`config.mk`:
```
export PLATFORM = sky130hd
export DESIGN_NAME = uart_cmd_ctrl
export DESIGN_NICKNAME = d
export VERILOG_FILES = /design/src/rtl/uart_cmd_ctrl.sv
export SDC_FILE = /design/constraint.sdc
export NUM_CORES = 1
export LEC_CHECK = 0
export ABC_AREA = 0
export CAP_MARGIN = 40
export CORE_ASPECT_RATIO = 2
export CORE_UTILIZATION = 46
export CTS_CLUSTER_DIAMETER = 30
export CTS_CLUSTER_SIZE = 28
export DETAILED_ROUTE_END_ITERATION = 10
export PLACE_DENSITY = 0.75
export SYNTH_ARGS = -nofsm -noshare
export SYNTH_HDL_FRONTEND = slang
export SYNTH_SLANG_ARGS = --single-unit
```
`constraint.sdc`:
```
create_clock -name i_clk -period 1.9 [get_ports i_clk]
set_clock_uncertainty 0.2 [all_clocks]
set_input_delay 0.19 -clock i_clk [delete_from_list [all_inputs] [get_ports i_clk]]
set_output_delay 0.19 -clock i_clk [all_outputs]
set_load 0.01 [all_outputs]
```
`src/rtl/uart_cmd_ctrl.sv`:
```
// uart_cmd_ctrl: packet-level command controller behind a UART receiver.
//
// Frames fixed 4-byte packets (SYNC, CMD, DATA, CHK) from the receiver's
// byte-complete flag, validates them and writes or clears a byte-wide
// register file.
//
// Optional feature macro: UART_CMD_TIMEOUT_EN.
// When defined, an inter-byte timeout aborts stalled packets with error code 3.
//
// Ports:
//   i_clk       system clock
//   i_rst       asynchronous active-high reset
//   i_rxcFlag   byte-complete flag from the receiver (rising edge = one byte)
//   i_rxByte    received byte, valid while i_rxcFlag is high
//   o_regs      flattened register file, register k at [8k+7:8k]
//   o_wrStrobe  one-cycle pulse when a packet commits
//   o_wrAddr    address of the last committed packet
//   o_errFlag   one-cycle pulse when a packet is rejected
//   o_errCode   last error: 0 none, 1 checksum, 2 illegal op, 3 timeout
//   o_busy      high while the packet FSM is outside idle
//   o_pktCount  committed packet count, wraps at 256
module uart_cmd_ctrl #(
    parameter int unsigned ADDR_BITS    = 2,
    parameter logic [7:0]  SYNC_BYTE    = 8'hA5,
    parameter int unsigned TIMEOUT_CLKS = 43400
) (
    input  logic                          i_clk,
    input  logic                          i_rst,
    input  logic                          i_rxcFlag,
    input  logic [7:0]                    i_rxByte,
    output logic [8*(2**ADDR_BITS)-1:0]   o_regs,
    output logic                          o_wrStrobe,
    output logic [ADDR_BITS-1:0]          o_wrAddr,
    output logic                          o_errFlag,
    output logic [1:0]                    o_errCode,
    output logic                          o_busy,
    output logic [7:0]                    o_pktCount
);

    localparam int unsigned NumRegs = 2**ADDR_BITS;

    typedef enum logic [2:0] {StIdle, StCmd, StData, StChk, StCommit} state_e;

    state_e                 state_q, state_d;
    logic                   rxc_q;
    logic [7:0]             cmd_q, cmd_d;
    logic [7:0]             data_q, data_d;
    logic [8*NumRegs-1:0]   regs_q, regs_d;
    logic                   wr_strobe_q, wr_strobe_d;
    logic [ADDR_BITS-1:0]   wr_addr_q, wr_addr_d;
    logic                   err_flag_q, err_flag_d;
    logic [1:0]             err_code_q, err_code_d;
    logic                   busy_q, busy_d;
    logic [7:0]             pkt_cnt_q, pkt_cnt_d;
    logic                   byte_ok;
    logic                   in_pkt;

    // A held-high flag counts once: only the 0->1 transition is a byte.
    assign byte_ok = i_rxcFlag & ~rxc_q;
    assign in_pkt  = (state_q == StCmd) || (state_q == StData) || (state_q == StChk);

`ifdef UART_CMD_TIMEOUT_EN
    logic [15:0] tmo_q, tmo_d;
`endif

    always_comb begin
        state_d     = state_q;
        cmd_d       = cmd_q;
        data_d      = data_q;
        regs_d      = regs_q;
        wr_strobe_d = 1'b0;
        wr_addr_d   = wr_addr_q;
        err_flag_d  = 1'b0;
        err_code_d  = err_code_q;
        pkt_cnt_d   = pkt_cnt_q;

        unique case (state_q)
            StIdle: begin
                if (byte_ok && (i_rxByte == SYNC_BYTE)) state_d = StCmd;
            end
            StCmd: begin
                if (byte_ok) begin
                    cmd_d   = i_rxByte;
                    state_d = StData;
                end
            end
            StData: begin
                if (byte_ok) begin
                    data_d  = i_rxByte;
                    state_d = StChk;
                end
            end
            StChk: begin
                if (byte_ok) begin
                    if (i_rxByte != (SYNC_BYTE ^ cmd_q ^ data_q)) begin
                        err_flag_d = 1'b1;
                        err_code_d = 2'd1;
                        state_d    = StIdle;
                    end else if (cmd_q[7]) begin
                        err_flag_d = 1'b1;
                        err_code_d = 2'd2;
                        state_d    = StIdle;
                    end else begin
                        state_d = StCommit;
                    end
                end
            end
            StCommit: begin
                if (cmd_q[6]) begin
                    regs_d = '0;
                end else begin
                    regs_d[8*int'(cmd_q[ADDR_BITS-1:0]) +: 8] = data_q;
                end
                wr_strobe_d = 1'b1;
                wr_addr_d   = cmd_q[ADDR_BITS-1:0];
                pkt_cnt_d   = pkt_cnt_q + 8'd1;
                state_d     = StIdle;
            end
            default: state_d = StIdle;
        endcase

`ifdef UART_CMD_TIMEOUT_EN
        // Counter restarts on every accepted byte; a byte in the expiry cycle wins.
        tmo_d = (in_pkt && !byte_ok) ? tmo_q + 16'd1 : 16'd0;
        if (in_pkt && !byte_ok && (tmo_q == 16'(TIMEOUT_CLKS - 1))) begin
            err_flag_d = 1'b1;
            err_code_d = 2'd3;
            state_d    = StIdle;
        end
`endif

        busy_d = (state_d != StIdle);
    end

    always_ff @(posedge i_clk or posedge i_rst) begin
        if (i_rst) begin
            state_q     <= StIdle;
            rxc_q       <= 1'b0;
            cmd_q       <= '0;
            data_q      <= '0;
            regs_q      <= '0;
            wr_strobe_q <= 1'b0;
            wr_addr_q   <= '0;
            err_flag_q  <= 1'b0;
            err_code_q  <= '0;
            busy_q      <= 1'b0;
            pkt_cnt_q   <= '0;
        end else begin
            state_q     <= state_d;
            rxc_q       <= i_rxcFlag;
            cmd_q       <= cmd_d;
            data_q      <= data_d;
            regs_q      <= regs_d;
            wr_strobe_q <= wr_strobe_d;
            wr_addr_q   <= wr_addr_d;
            err_flag_q  <= err_flag_d;
            err_code_q  <= err_code_d;
            busy_q      <= busy_d;
            pkt_cnt_q   <= pkt_cnt_d;
        end
    end

`ifdef UART_CMD_TIMEOUT_EN
    always_ff @(posedge i_clk or posedge i_rst) begin
        if (i_rst) tmo_q <= '0;
        else       tmo_q <= tmo_d;
    end
`else
    // Without the timeout, in_pkt has no consumer.
    logic unused_in_pkt;
    assign unused_in_pkt = in_pkt;
`endif

    assign o_regs     = regs_q;
    assign o_wrStrobe = wr_strobe_q;
    assign o_wrAddr   = wr_addr_q;
    assign o_errFlag  = err_flag_q;
    assign o_errCode  = err_code_q;
    assign o_busy     = busy_q;
    assign o_pktCount = pkt_cnt_q;

endmodule

```
Word level (Yosys, flattened, before mapping)
Cells that the tools add are included.
{ "totals": {"register_bits": 67, "in_bits": 11, "out_inout_bits": 47, "word_cells": 48} }
{ "classes": {"addsub": 2, "n_eq_ne": 6, "shifts": 2, "n_mux": 16, "bitwise": 4, "reduce_logical": 7} }
{ "op_table": {"columns": ["operator", "n"], "rows": [
  ["5-bit negator with 33-bit output", 1],
  ["8-bit by 33-bit variable shift with 32-bit output, first input constant", 1],
  ["8-bit by 33-bit indexed part select with 32-bit output", 1],
  ["32-bit bitwise mux", 1],
  ["32-bit 2-to-1 mux", 1],
  ["3-bit 2-to-1 mux", 6],
  ["3-bit case mux with 4 select lines", 1],
  ["8-bit by 1-bit adder with 8-bit output, second input constant", 1],
  ["8-bit equality test, second input constant", 1],
  ["8-bit inequality test", 1],
  ["8-bit bitwise XOR", 1],
  ["3-bit by 2-bit equality test with 1-bit output, second input constant", 2],
  ["1-bit 2-to-1 mux", 5],
  ["2-bit 2-to-1 mux", 2],
  ["4-bit NOT", 1],
  ["2-bit AND reduction", 2],
  ["3-bit by 1-bit equality test with 1-bit output, second input constant", 1],
  ["3-bit equality test, second input constant", 1],
  ["3-bit logical NOT", 1],
  ["3-bit AND reduction", 1],
  ["3-bit nonzero test", 1],
  ["2-bit nonzero test", 1],
  ["1-bit AND", 1],
  ["1-bit logical AND", 1],
  ["1-bit NOT", 1]
]} }

Logic depth before layout (Yosys ltp)
{ "depth": {"word_depth": 7, "depth_mapped": 7, "mapped_depth_nobuf": 6} }

Worst setup path after synthesis
OpenSTA, ideal clock, no wires.
{ "synth_path": {"path_type": "reg2reg", "startpoint": "reg cmd_q[0]", "endpoint": "reg regs_q[2] (netlist: o_regs[2])", "setup_time_ps": 83, "arrival_ps": 1536, "t_required_ps": 1617, "setup_slack_ps": 81, "stages_incl_launch_ff": 6, "n_path_buf": 0, "period_less_slack_ps": 1819, "cell_sequence": "dfrtp_1 > inv_1 > ha_1 > nor4b_2 > nand2_1 > o21ai_0"} }
{ "synth_between": {"elab_chain_len": 4, "word_cells_on_any_way": 5, "classes_between": "add/sub: 1; shift: 2; mux: 2"} }
{ "synth_rtl": {"columns": ["element", "line_no", "source"], "rows": [
  ["start, declared", "46", "logic [7:0] cmd_q, cmd_d;"],
  ["start signal, assigned", "151", "cmd_q <= cmd_d;"],
  ["5-bit negator with 33-bit output (*)", "112", "regs_d[8*int'(cmd_q[ADDR_BITS-1:0]) +: 8] = data_q;"],
  ["8-bit by 33-bit indexed part select with 32-bit output or 8-bit by 33-bit variable shift with 32-bit output (tied branches)", "112", null],
  ["32-bit bitwise mux (*)", "112", null],
  ["32-bit 2-to-1 mux (*)", "109", "if (cmd_q[6]) begin"],
  ["end signal, assigned", "153", "regs_q <= regs_d;"],
  ["end, declared", "48", "logic [8*NumRegs-1:0] regs_q, regs_d;"]
]} }
Every way passes the cells marked *; elsewhere a longest branch is shown, timed or not.
A chain may end at the register's enable or synchronous reset.

Final worst setup path
{ "layout_path": {"startpoint": "reg data_q[1]", "endpoint": "reg err_code_q[0] (netlist: o_errCode[0])"} }
{ "layout_between": {"elab_chain_len": 4, "word_cells_on_any_way": 5, "classes_between": "eq/ne: 1; mux: 1; bitwise: 1; reduce/logical: 2"} }
{ "layout_rtl": {"columns": ["element", "line_no", "source"], "rows": [
  ["start, declared", "47", "logic [7:0] data_q, data_d;"],
  ["start signal, assigned", "152", "data_q <= data_d;"],
  ["8-bit bitwise XOR (*)", "95", "if (i_rxByte != (SYNC_BYTE ^ cmd_q ^ data_q)) begin"],
  ["8-bit inequality test (*)", "95", null],
  ["2-bit nonzero test (no line)", null, null],
  ["3-bit AND reduction (no line)", null, null],
  ["end signal, assigned", "157", "err_code_q <= err_code_d;"],
  ["end, declared", "52", "logic [1:0] err_code_q, err_code_d;"]
]} }
Marks and branches as above.

==> parameters.txt <==
Parameter                              Value

Global routing
  Maximum number of pins on one net before global-route repair ... around 70
  GRT overflow ... 0
  Global-route wire length before repair ... about 11 mm
  Vias in the first global route ... roughly 2,300
  Initial antenna violation count ... 0
  All-Layer GR Usage ... 0.224

Clocking
  TritonCTS sink count ... 67
  CTS HTree Levels ... 3
  Worst skew pair latency ... between 0.3 and 0.4 ns
  Root Buffer ... clkbuf_16
  Clock tree from TritonCTS ... done
  Clock Pin Slew Worst Setup and Hold Paths ... roughly 0.050 ns
  Total of hold buffers inserted after clock tree synthesis ... 0
  Number of buffers on the longest clock path ... 2
  Number of buffers created by CTS ... 9

Route
  Sum of routed wire length over all layers ... 6.64 mm
  TritonRoute pass-1 iters ... 4
  Antenna-violating nets left ... 0
  Via density ... about 5.3
  DRC ... 0
  Initial DRC Count ... 55
  Vias ... 2,158
  Average routed wire per standard cell ... about 16 um

Yosys
  Synthesized instance count ... about 230
  EDFF count, synth ... 0
  Post-synth cell types ... between 40 and 50
  Number of storage elements in the synthesis netlist ... 67
  Sequential share of the synthesized area ... 0.571
  Mean area per synthesized cell ... approximately 13 sq um
  Area fraction of the dominant cell type after synthesis ... 0.571
  Top FF cell, synth ... dfrtp_1
  Area of the mapped netlist ... approximately 3000 sq um
  Leading cell types by total area after synthesis ... dfrtp_1 57%, a22o_1 6.6%, mux2_2 6.1%
  Number of nets produced by synthesis ... 244
  Async SR Flop Fraction ... 1.00
  Leading area contributor after synthesis ... dfrtp_1
  Yosys warnings ... 0

Min path
  Min-Delay Path Class ... primary input to asynchronous set/reset pin

Critical path
  Element type at the critical path start ... register
  Critical path's largest stage delay ... 0.48 ns
  Sequence of cells on the critical path ... xor3_2, nor4_4, nand4b_1, o211a_1
  Top cell family by delay on the critical path ... simple AND/OR/NAND/NOR gates
  Buffers & Inverters on Critical Path ... 0
  Crit-path max FO ... 3
  Critical path's slowest cell ... xor3_2
  Critical path data arrival time ... between 1.5 and 2 ns
  Critical Path RT ... around 1.9 ns
  Type of the worst setup path ... register to register
  Category of the worst setup path capture point ... register

Cells and area
  Diode insertion count for antenna repair ... 0
  Filler cell count in the final layout ... about 460
  Count of nets after finishing ... approximately 330
  Layout overhead on the synthesized area ... 41.5%
  Fraction of layout cells with a size suffix above 1 ... 0.227
  Post-route non-filler standard cell count ... slightly above 400
  Post-Layout Inst Area ... around 4200 sq um

Place
  Quantity of I/O buffers inserted on ports ... 57
  Cell area reported after detailed placement ... between 3000 and 4000 sq um
  Dpl hpwl ... around 5.0 mm
  Cells after DPL ... 389
  Gp weighted congestion ... about 0.83

Floorplan
  Vertical die dimension ... around 110 um
  I/O pins ... slightly below 60
  Initial cell density of the core ... 0.485
  Horizontal die dimension ... 58.5 um
  Std cell rows ... 40
  Die Area ... about 6700 sq um
  Area of the placeable core ... roughly 6100 sq um

STA
  Final max-slew violation count ... 0
  Final count of negative-setup-slack endpoints ... 0
  Worst max-slew margin expressed relative to the limit ... 0.733
  Number of hold violations in the final report ... 0
  Final critical-path required period ... 1.82 ns
  Final period util ... 0.959
  Worst Tran Pin Value ... between 0.4 and 0.5 ns
  Unrepaired setup endpoints after global routing ... false
  Achievable frequency ... approximately 550 MHz

Power and ir drop
  Power per Cell Area ... approximately 1200 nW/um^2
  Static leakage ... between 1.5 and 2 nW
  Largest vdd supply drop ... around 1.1 mV

Job
  MaxCap Viol Count ... 0

Outcome
  Status ... complete, no violations
[cell usage in the layout (no fill, tap or decap), drive strengths merged, types with 3 or more instances in the layout]
| cell type | count |
|---|---|
| nor3 | 3 |
| mux2 | 16 |
| xor3 | 4 |
| nor4b | 4 |
| nand3 | 7 |
| nor2 | 6 |
| and3 | 5 |
| ha | 6 |
| a22o | 22 |
| clkbuf | 15 |
| xnor2 | 8 |
| buf | 29 |
| inv | 4 |
| clkdlybuf4s50 | 57 |
| dfrtp | 67 |
| nand4 | 3 |
| nand2 | 23 |
| o21ai | 16 |
[kinds of logic (layout without fill, tap and decap cells)]
family,Yosys count,in the layout,synth area share
AND/OR/NAND/NOR,66,66,0.134
buffers and inverters,12,107,0.0175
adder cells (fa/ha/maj),6,6,0.0256
multiplexers,16,16,0.0614
flip-flops,67,67,0.571
AO/OA/AOI/OAI,44,44,0.113
XOR/XNOR,16,16,0.0775
[final timing paths]
kind                            depth (start not counted)                         to  slack (ns)                 startpoint
worst max-delay path                                    4   o_errCode[0]$_DFFE_PP0P_        0.08      data_q[1]$_DFFE_PP0P_
worst min-delay path                                    3      data_q[0]$_DFFE_PP0P_        0.11                      i_rst
worst max register to register                          4   o_errCode[0]$_DFFE_PP0P_        0.08      data_q[1]$_DFFE_PP0P_
worst min register to register                          1  o_pktCount[7]$_DFFE_PP0P_        0.27  o_pktCount[7]$_DFFE_PP0P_
max in group asynchronous                               3            rxc_q$_DFF_PP0_        1.10                      i_rst
min in group i_clk                                      1  o_pktCount[7]$_DFFE_PP0P_        0.27  o_pktCount[7]$_DFFE_PP0P_
[timing repair]
action,CTS,global route
pin swaps,0,2
setup buffers,0,1
gates resized for setup,1,4
endpoints found under the setup margin,1,30
[cells in the mapped netlist (2+ instances only)]
library cell / instances
dfrtp_1: 67
nand2_1: 23
a22o_1: 22
mux2_2: 16
o21ai_0: 12
xnor2_1: 8
nand3_1: 7
ha_1: 6
nor2_1: 6
and3_1: 5
buf_2: 5
inv_1: 5
xor3_1: 4
nand4_1: 3
nor4b_1: 3
a21oi_1: 2
and4_1: 2
clkbuf_1: 2
nand2b_1: 2
nor2b_1: 2
o21ai_1: 2
o21ai_2: 2
xnor3_1: 2
xor2_1: 2
[cell type report]
type,count,area (sq um),area share
clock buffer,15,278,0.0669
clock inverter,1,30.0,0.00723
inverter,5,22.5,0.00542
multi-input combinational,148,1230,0.296
sequential,67,1680,0.404
tap,84,105,0.0253
timing repair buffer,86,813,0.196
[per-stage QoR]
step                TNS (ns)  setup WS [ns]  hold WS [ns]   util  power (W)
CTS                        0         0.0328         0.134  0.682    0.00504
finish                     0         0.0782         0.114  0.686    0.00507
detailed placement     -1.00         -0.224         0.269  0.631    0.00335
global placement      -0.518         -0.147         0.260  0.631    0.00329
floorplan                  0         0.0813        0.0214      -    0.00272
global route               0        0.00146         0.156  0.686    0.00532
[power breakdown]
part	total (W)	switching [W]	internal (W)
clock	0.00168	0.000560	0.00112
combinational	0.00158	0.000726	0.000853
sequential	0.00181	0.000175	0.00164
total	0.00507	0.00146	0.00361
[worst min-delay path, stage by stage]
cell,delay [ns]
clkdlybuf4s50_1,0.45
clkinvlp_4,0.10
buf_12,0.30
[routing by layer]
layer | global-route usage | part of all wire
met2 | 0.405 | 0.58
met3 | 0.0551 | 0.027
met4 | 0.111 | 0.027
met5 | 0 | 0
met1 | 0.232 | 0.36
[state kept, by name, summed over array words and instances (netlist names)]
signal and flops:
o_busy 1, o_pktCount 8, o_wrAddr 2, o_errFlag 1, state_q 3, o_errCode 2, o_regs 32, cmd_q 8
o_wrStrobe 1, data_q 8, rxc_q 1
(Power assumes the default switching activity.)
==> patch 1: new RTL, same settings <==
Re-encode `state_e` (5 states) as Gray code, 3 bits wide.
--- a/src/rtl/uart_cmd_ctrl.sv
+++ b/src/rtl/uart_cmd_ctrl.sv
@@ -39,7 +39,7 @@
 
     localparam int unsigned NumRegs = 2**ADDR_BITS;
 
-    typedef enum logic [2:0] {StIdle, StCmd, StData, StChk, StCommit} state_e;
+    typedef enum logic [2:0] {StIdle = 3'b000, StCmd = 3'b001, StData = 3'b011, StChk = 3'b010, StCommit = 3'b110} state_e;
 
     state_e                 state_q, state_d;
     logic                   rxc_q;
Behaviour: no difference found for any inputs over 10 cycles, from zero or initial values and one cycle with i_rst high; not proved beyond that.
==> patch 1 against the unedited design <==
Area after synthesis is 0.81% lower; global-route usage grew 0.068 points; first-iteration DRC count increased by 27%; worst setup slack worse by 62 ps; sequential share of layout area fell by 0.061 points; largest cell class unchanged; critical endpoint unchanged; routed wire length fell by 0.12%; sequential cell count did not move; cell area increased by 0.15%.
Power is not compared: it rests on default switching activity, and its combinational part moved more than twofold at a synthesized area within 25%.
==> patch 1: results (changes against the unedited design) <==
Outcome
  • Status: finished clean (unchanged)

Place
  • IO buf count: 57 (unchanged)
  • Placer Congestion: 0.849 (was 0.829)
  • DP Area: 3820 µm² (about the same)
  • Final HPWL DP: 4890 µm (was 4970 µm)

Drt
  • Drt wl/cell: 16.3 µm (about the same)
  • First-pass DRT Iterations: 4 (unchanged)
  • Vias after detailed routing: 2108 (was 2158)
  • Initial DRC Count: 70 (was 55)

CTS
  • CTS Buffer Depth: 2 (unchanged)
  • Clock root cell: clkbuf_16 (unchanged)
  • CTS HTree Levels: 3 (unchanged)
  • Num CTS Buffers: 9 (unchanged)

Cells and area
  • Share of layout cells above drive strength 1: 0.235 (was 0.227)
  • Fillers: 459 (unchanged)
  • Final nets: 336 (was 334)

Power
  • Worst vdd ir: 0.000796 V
  • Switch share: 0.244
  • P_leak: 1.96 nW

Global route
  • Gr usage total: 0.224 (about the same)
  • Largest net degree at the start of global routing: 57 (was 68)
  • Routing usage on met3: 0.0441 (was 0.0551)
  • Antenna violations before repair: 0 (unchanged)
  • Met2 Usage GRT: 0.392 (was 0.405)
  • Number of global-route vias before repair: 2159 (was 2267)
  • Grt met1 use: 0.234 (was 0.232)
  • First-pass GRT wire length: 10700 µm (was 10900 µm)

Hold path
  • Min-Delay Path Class: primary input to register (was primary input to async pin)

Synth
  • Seq/Total Area, Yosys: 0.576 (was 0.571)
  • Most frequent cells after synthesis: dfrtp_1 (67), nand2_1 (23), a22o_1 (22) (unchanged)
  • Syn nets: 238 (was 244)
  • Leading post-synthesis cells by cell area: dfrtp_1 (58%), a22o_1 (6.6%), mux2_1 (4.3%) (was dfrtp_1 (57%), a22o_1 (6.6%), mux2_2 (6.1%))
  • Yosys cell types: 39 (was 41)
  • Share of synthesized registers carrying an async set or reset: 1.00 (unchanged)
  • YS warnings: 0 (unchanged)

Setup path
  • Arr. time, crit path: 1900 ps (was 1830 ps)

Timing
  • Max-slew headroom: 0.712 (was 0.733)
==> patch 1: changes by cell type after synthesis, moves of 3 or more <==
cell | before | now
buf_2 | 5 | 1
clkbuf_1 | 2 | 5
o21ai_1 | 2 | 13
mux2_2 | 16 | 8
mux2_1 | 0 | 11
o21ai_0 | 12 | 0
==> patch 1: cells by family (layout without fill, tap and decap cells) <==
logic type,count (synthesis),after routing,share of synthesized area
multiplexers,19,19,0.0735
buffers and inverters,11,113,0.0146
XOR/XNOR,15,15,0.0756
AND/OR/NAND/NOR,62,62,0.128
AO/OA/AOI/OAI,41,41,0.107
flip-flops,67,67,0.576
adder cells (fa/ha/maj),6,6,0.0258
==> patch 1: area by class of cell <==
type / count / area share
Sequential cell: 67 / 0.403
Timing Repair Buffer: 94 / 0.208
Multi-Input combinational cell: 143 / 0.295
Inverter: 4 / 0.00451
Clock inverter: 5 / 0.00722
Tap cell: 84 / 0.0253
Clock buffer: 10 / 0.0574
==> patch 1: path summary, 6_finish.rpt <==
path	start	to	slack (ps)	cells after the start
max	data_q[2]$_DFFE_PP0P_	o_errCode[0]$_DFFE_PP0P_	20	4
min	i_rxcFlag	rxc_q$_DFF_PP0_	150	1
max reg2reg	data_q[2]$_DFFE_PP0P_	o_errCode[0]$_DFFE_PP0P_	20	4
min reg2reg	o_pktCount[7]$_DFFE_PP0P_	o_pktCount[7]$_DFFE_PP0P_	270	1
max in group asynchronous	i_rst	data_q[5]$_DFFE_PP0P_	400	4
min in group asynchronous	i_rst	o_wrAddr[0]$_DFFE_PP0P_	530	3
==> patch 1: repair_timing <==
action / in CTS / in global routing
resized for setup: 2 / 7
endpoints found under the hold margin: 11 / 0
hold buffers: 1 / 0
buffers inserted: 1 / 3
cloned: 0 / 0
pin swaps: 1 / 3
endpoints found under the setup margin: 10 / 33
==> patch 1: metal layers <==
layer / share of wire / routed length (µm)
met5: 0 / 0
met1: 0.38 / 2490
met3: 0.025 / 164
met4: 0.030 / 201
met2: 0.57 / 3780
==> patch 1: metrics by stage <==
step / instances / setup WS (ps)
6_report: 407 / 16.5
2_1_floorplan: 221 / 57.8
4_1_cts: 404 / 1.19
3_3_place_gp: 387 / -233
3_5_place_dp: 387 / -315
5_1_grt: 407 / -30.4
==> patch 1: power by group through the flow <==
stage	logic, mW	clock network [mW]	registers, mW
4_1_cts	0.423	1.51	1.52
3_3_place_gp	0.401	0	1.54
6_report	0.472	1.48	1.52
3_5_place_dp	0.413	0	1.54
5_1_grt	0.513	1.58	1.52
2_1_floorplan	0.235	0	1.53
==> patch 1: critical path: stages (launching register included) <==
cell and delay [ps]:
dfrtp_1 350, xnor3_2 460, nor4_4 380, nand4b_1 180, and3_1 210
==> patch 2: new RTL, config.mk and constraints unchanged <==
Without the edit above. Build with the macro `UART_CMD_TIMEOUT_EN` defined.
--- a/src/rtl/uart_cmd_ctrl.sv
+++ b/src/rtl/uart_cmd_ctrl.sv
@@ -19,6 +19,8 @@
 //   o_errCode   last error: 0 none, 1 checksum, 2 illegal op, 3 timeout
 //   o_busy      high while the packet FSM is outside idle
 //   o_pktCount  committed packet count, wraps at 256
+`define UART_CMD_TIMEOUT_EN
+
 module uart_cmd_ctrl #(
     parameter int unsigned ADDR_BITS    = 2,
     parameter logic [7:0]  SYNC_BYTE    = 8'hA5,
Behaviour: same outputs for any inputs over 10 cycles, from zero or initial values and one cycle with i_rst high; that may be too few to reach the edited logic, so the function may still have changed.
==> patch 2 against the unedited design <==
Sequential cell count rose by 16; area after synthesis increased by 28%; cell area grew 23%; routed wire length increased by 31%; core utilization down 3.6 points; worst setup slack worse by 17 ps; synthesized cell count up 36%; total power is 15% higher; critical path depth is the same; highest routed layer unchanged.
==> patch 2: results (changes against the unedited design) <==
Outcome
  • Status: finished clean (unchanged)

Cells and area
  • Number of flip-flops under the largest register name: 32 (unchanged)
  • Antenna fix cells: 0 (unchanged)
  • Share of layout cells above drive strength 1: 0.229 (was 0.227)
  • Non-Filler Instances: 515 (was 406)
  • Final nets: 432 (was 334)

Setup path
  • CP Max Fanout: 3 (unchanged)
  • Worst Reg-to-Reg Cells: 4 (unchanged)
  • RR Endpoint: o_busy$_DFF_PP0_ (was o_errCode[0]$_DFFE_PP0P_)
  • Max incr delay on CP: 450 ps (was 480 ps)
  • Slowest cell on the critical path: xnor3_1 (was xor3_2)
  • Crit path max-delay family: simple AND/OR/NAND/NOR gates (unchanged)
  • Reg-to-Reg Start: cmd_q[5]$_DFFE_PP0P_ (was data_q[1]$_DFFE_PP0P_)
  • Arr. time, crit path: 1870 ps (was 1830 ps)

Timing
  • Worst hold margin: 114 ps (about the same)
  • Max-slew headroom: 0.554 (was 0.733)

Synth
  • YS warnings: 0 (unchanged)
  • Seq/Total Area, Yosys: 0.554 (was 0.571)
  • Syn nets: 327 (was 244)
  • Share of synthesized registers carrying an async set or reset: 1.00 (unchanged)
  • Leading post-synthesis cells by cell area: dfrtp_1 (55%), a22o_1 (5.4%), mux2_2 (4.8%) (was dfrtp_1 (57%), a22o_1 (6.6%), mux2_2 (6.1%))
  • Yosys cell types: 48 (was 41)
  • Post-Syn Instances: 309 (was 227)
  • Most frequent cells after synthesis: dfrtp_1 (83), nand2_1 (32), a22o_1 (23) (was dfrtp_1 (67), nand2_1 (23), a22o_1 (22))

Global route
  • Number of global-route vias before repair: 2938 (was 2267)
  • Grt met1 use: 0.227 (was 0.232)
  • Gr usage total: 0.223 (was 0.224)
  • Routing usage on met3: 0.0379 (was 0.0551)
  • Met2 Usage GRT: 0.410 (was 0.405)
  • Antenna violations before repair: 0 (unchanged)
  • Largest net degree at the start of global routing: 84 (was 68)
  • First-pass GRT wire length: 14100 µm (was 10900 µm)

Drt
  • First-pass DRT Iterations: 4 (unchanged)
  • Metal2 WL: 5150 µm (was 3860 µm)
  • Routed length on met1: 3000 µm (was 2420 µm)
  • Vias per inst: 5.51 (was 5.32)
  • Initial DRC Count: 215 (was 55)
  • Drt wl/cell: 16.8 µm (was 16.3 µm)
  • WL met3: 270 µm (was 178 µm)
  • Top Metal Used: met4 (unchanged)

Place
  • Placer Congestion: 0.894 (was 0.829)
  • Final HPWL DP: 6430 µm (was 4970 µm)
  • IO buf count: 57 (unchanged)
  • Placed cells: 496 (was 389)
  • Place WS: -476 ps (was -224 ps)
  • DP Area: 4740 µm² (was 3820 µm²)

Run
  • Max Cap Viol: 0 (unchanged)

CTS
  • Clock root cell: clkbuf_16 (unchanged)
  • Worst-path clk slew: 60 ps
  • Num CTS Buffers: 9 (unchanged)
  • Worst-Skew Late Latency: 340 ps (was 320 ps)
  • CTS HTree Levels: 3 (unchanged)

Power
  • Worst vdd ir: 0.000509 V (was 0.00106 V)
  • P_leak: 2.29 nW (was 1.88 nW)
  • Net Sw Power: 1.82 mW (was 1.46 mW)

Hold path
  • Min-Delay Path Class: primary input to async pin (unchanged)
-- patch 2: tightest hold or removal path: cells and delay by family --
family | cells | cell delay (ps)
buffers and inverters | 3 | 890
-- patch 2: cell families after synthesis --
logic type               Yosys count  share of synthesized area
adder cells (fa/ha/maj)            7                     0.0234
AND/OR/NAND/NOR                  101                      0.156
flip-flops                        83                      0.554
XOR/XNOR                          27                     0.0902
buffers and inverters             21                     0.0237
multiplexers                      16                     0.0481
AO/OA/AOI/OAI                     54                      0.105
-- patch 2: worst max path at each step --
stage,slack (ps),cells past startpoint,start,endpoint
finish,60,4,cmd_q[5]$_DFFE_PP0P_,o_busy$_DFF_PP0_
global route,-5,6,cmd_q[0]$_DFFE_PP0P_,o_regs[30]$_DFFE_PP0P_
CTS,5,7,cmd_q[0]$_DFFE_PP0P_,o_regs[6]$_DFFE_PP0P_
detailed placement,-480,7,i_rxByte[6],state_q[0]$_DFF_PP0_
global placement,-420,7,i_rxByte[6],state_q[0]$_DFF_PP0_
floorplan,30,6,cmd_q[0]$_DFFE_PP0P_,o_regs[25]$_DFFE_PP0P_
-- patch 2: power by group through the flow --
stage / logic [mW] / clock network [mW] / registers, mW
finish: 1.88 / 1.75 / 2.21
global route: 2.01 / 1.85 / 2.24
CTS: 1.79 / 1.79 / 2.21
detailed placement: 1.78 / 0 / 2.24
global placement: 1.72 / 0 / 2.23
floorplan: 1.08 / 0 / 2.27
-- patch 2: area by class of cell --
type	instances	area, µm²
Timing Repair Buffer	104	942
Multi-Input combinational cell	205	1640
Fill cell	618	2760
Inverter	11	45.0
Clock buffer	9	225
Tap cell	96	120
Sequential cell	83	2080
Clock inverter	7	76.3
-- patch 2: what timing repair did --
item	in CTS	in global routing
endpoints found under the setup margin	2	21
hold buffers	0	0
setup buffers	0	3
resized for setup	2	11
pin swaps	0	9
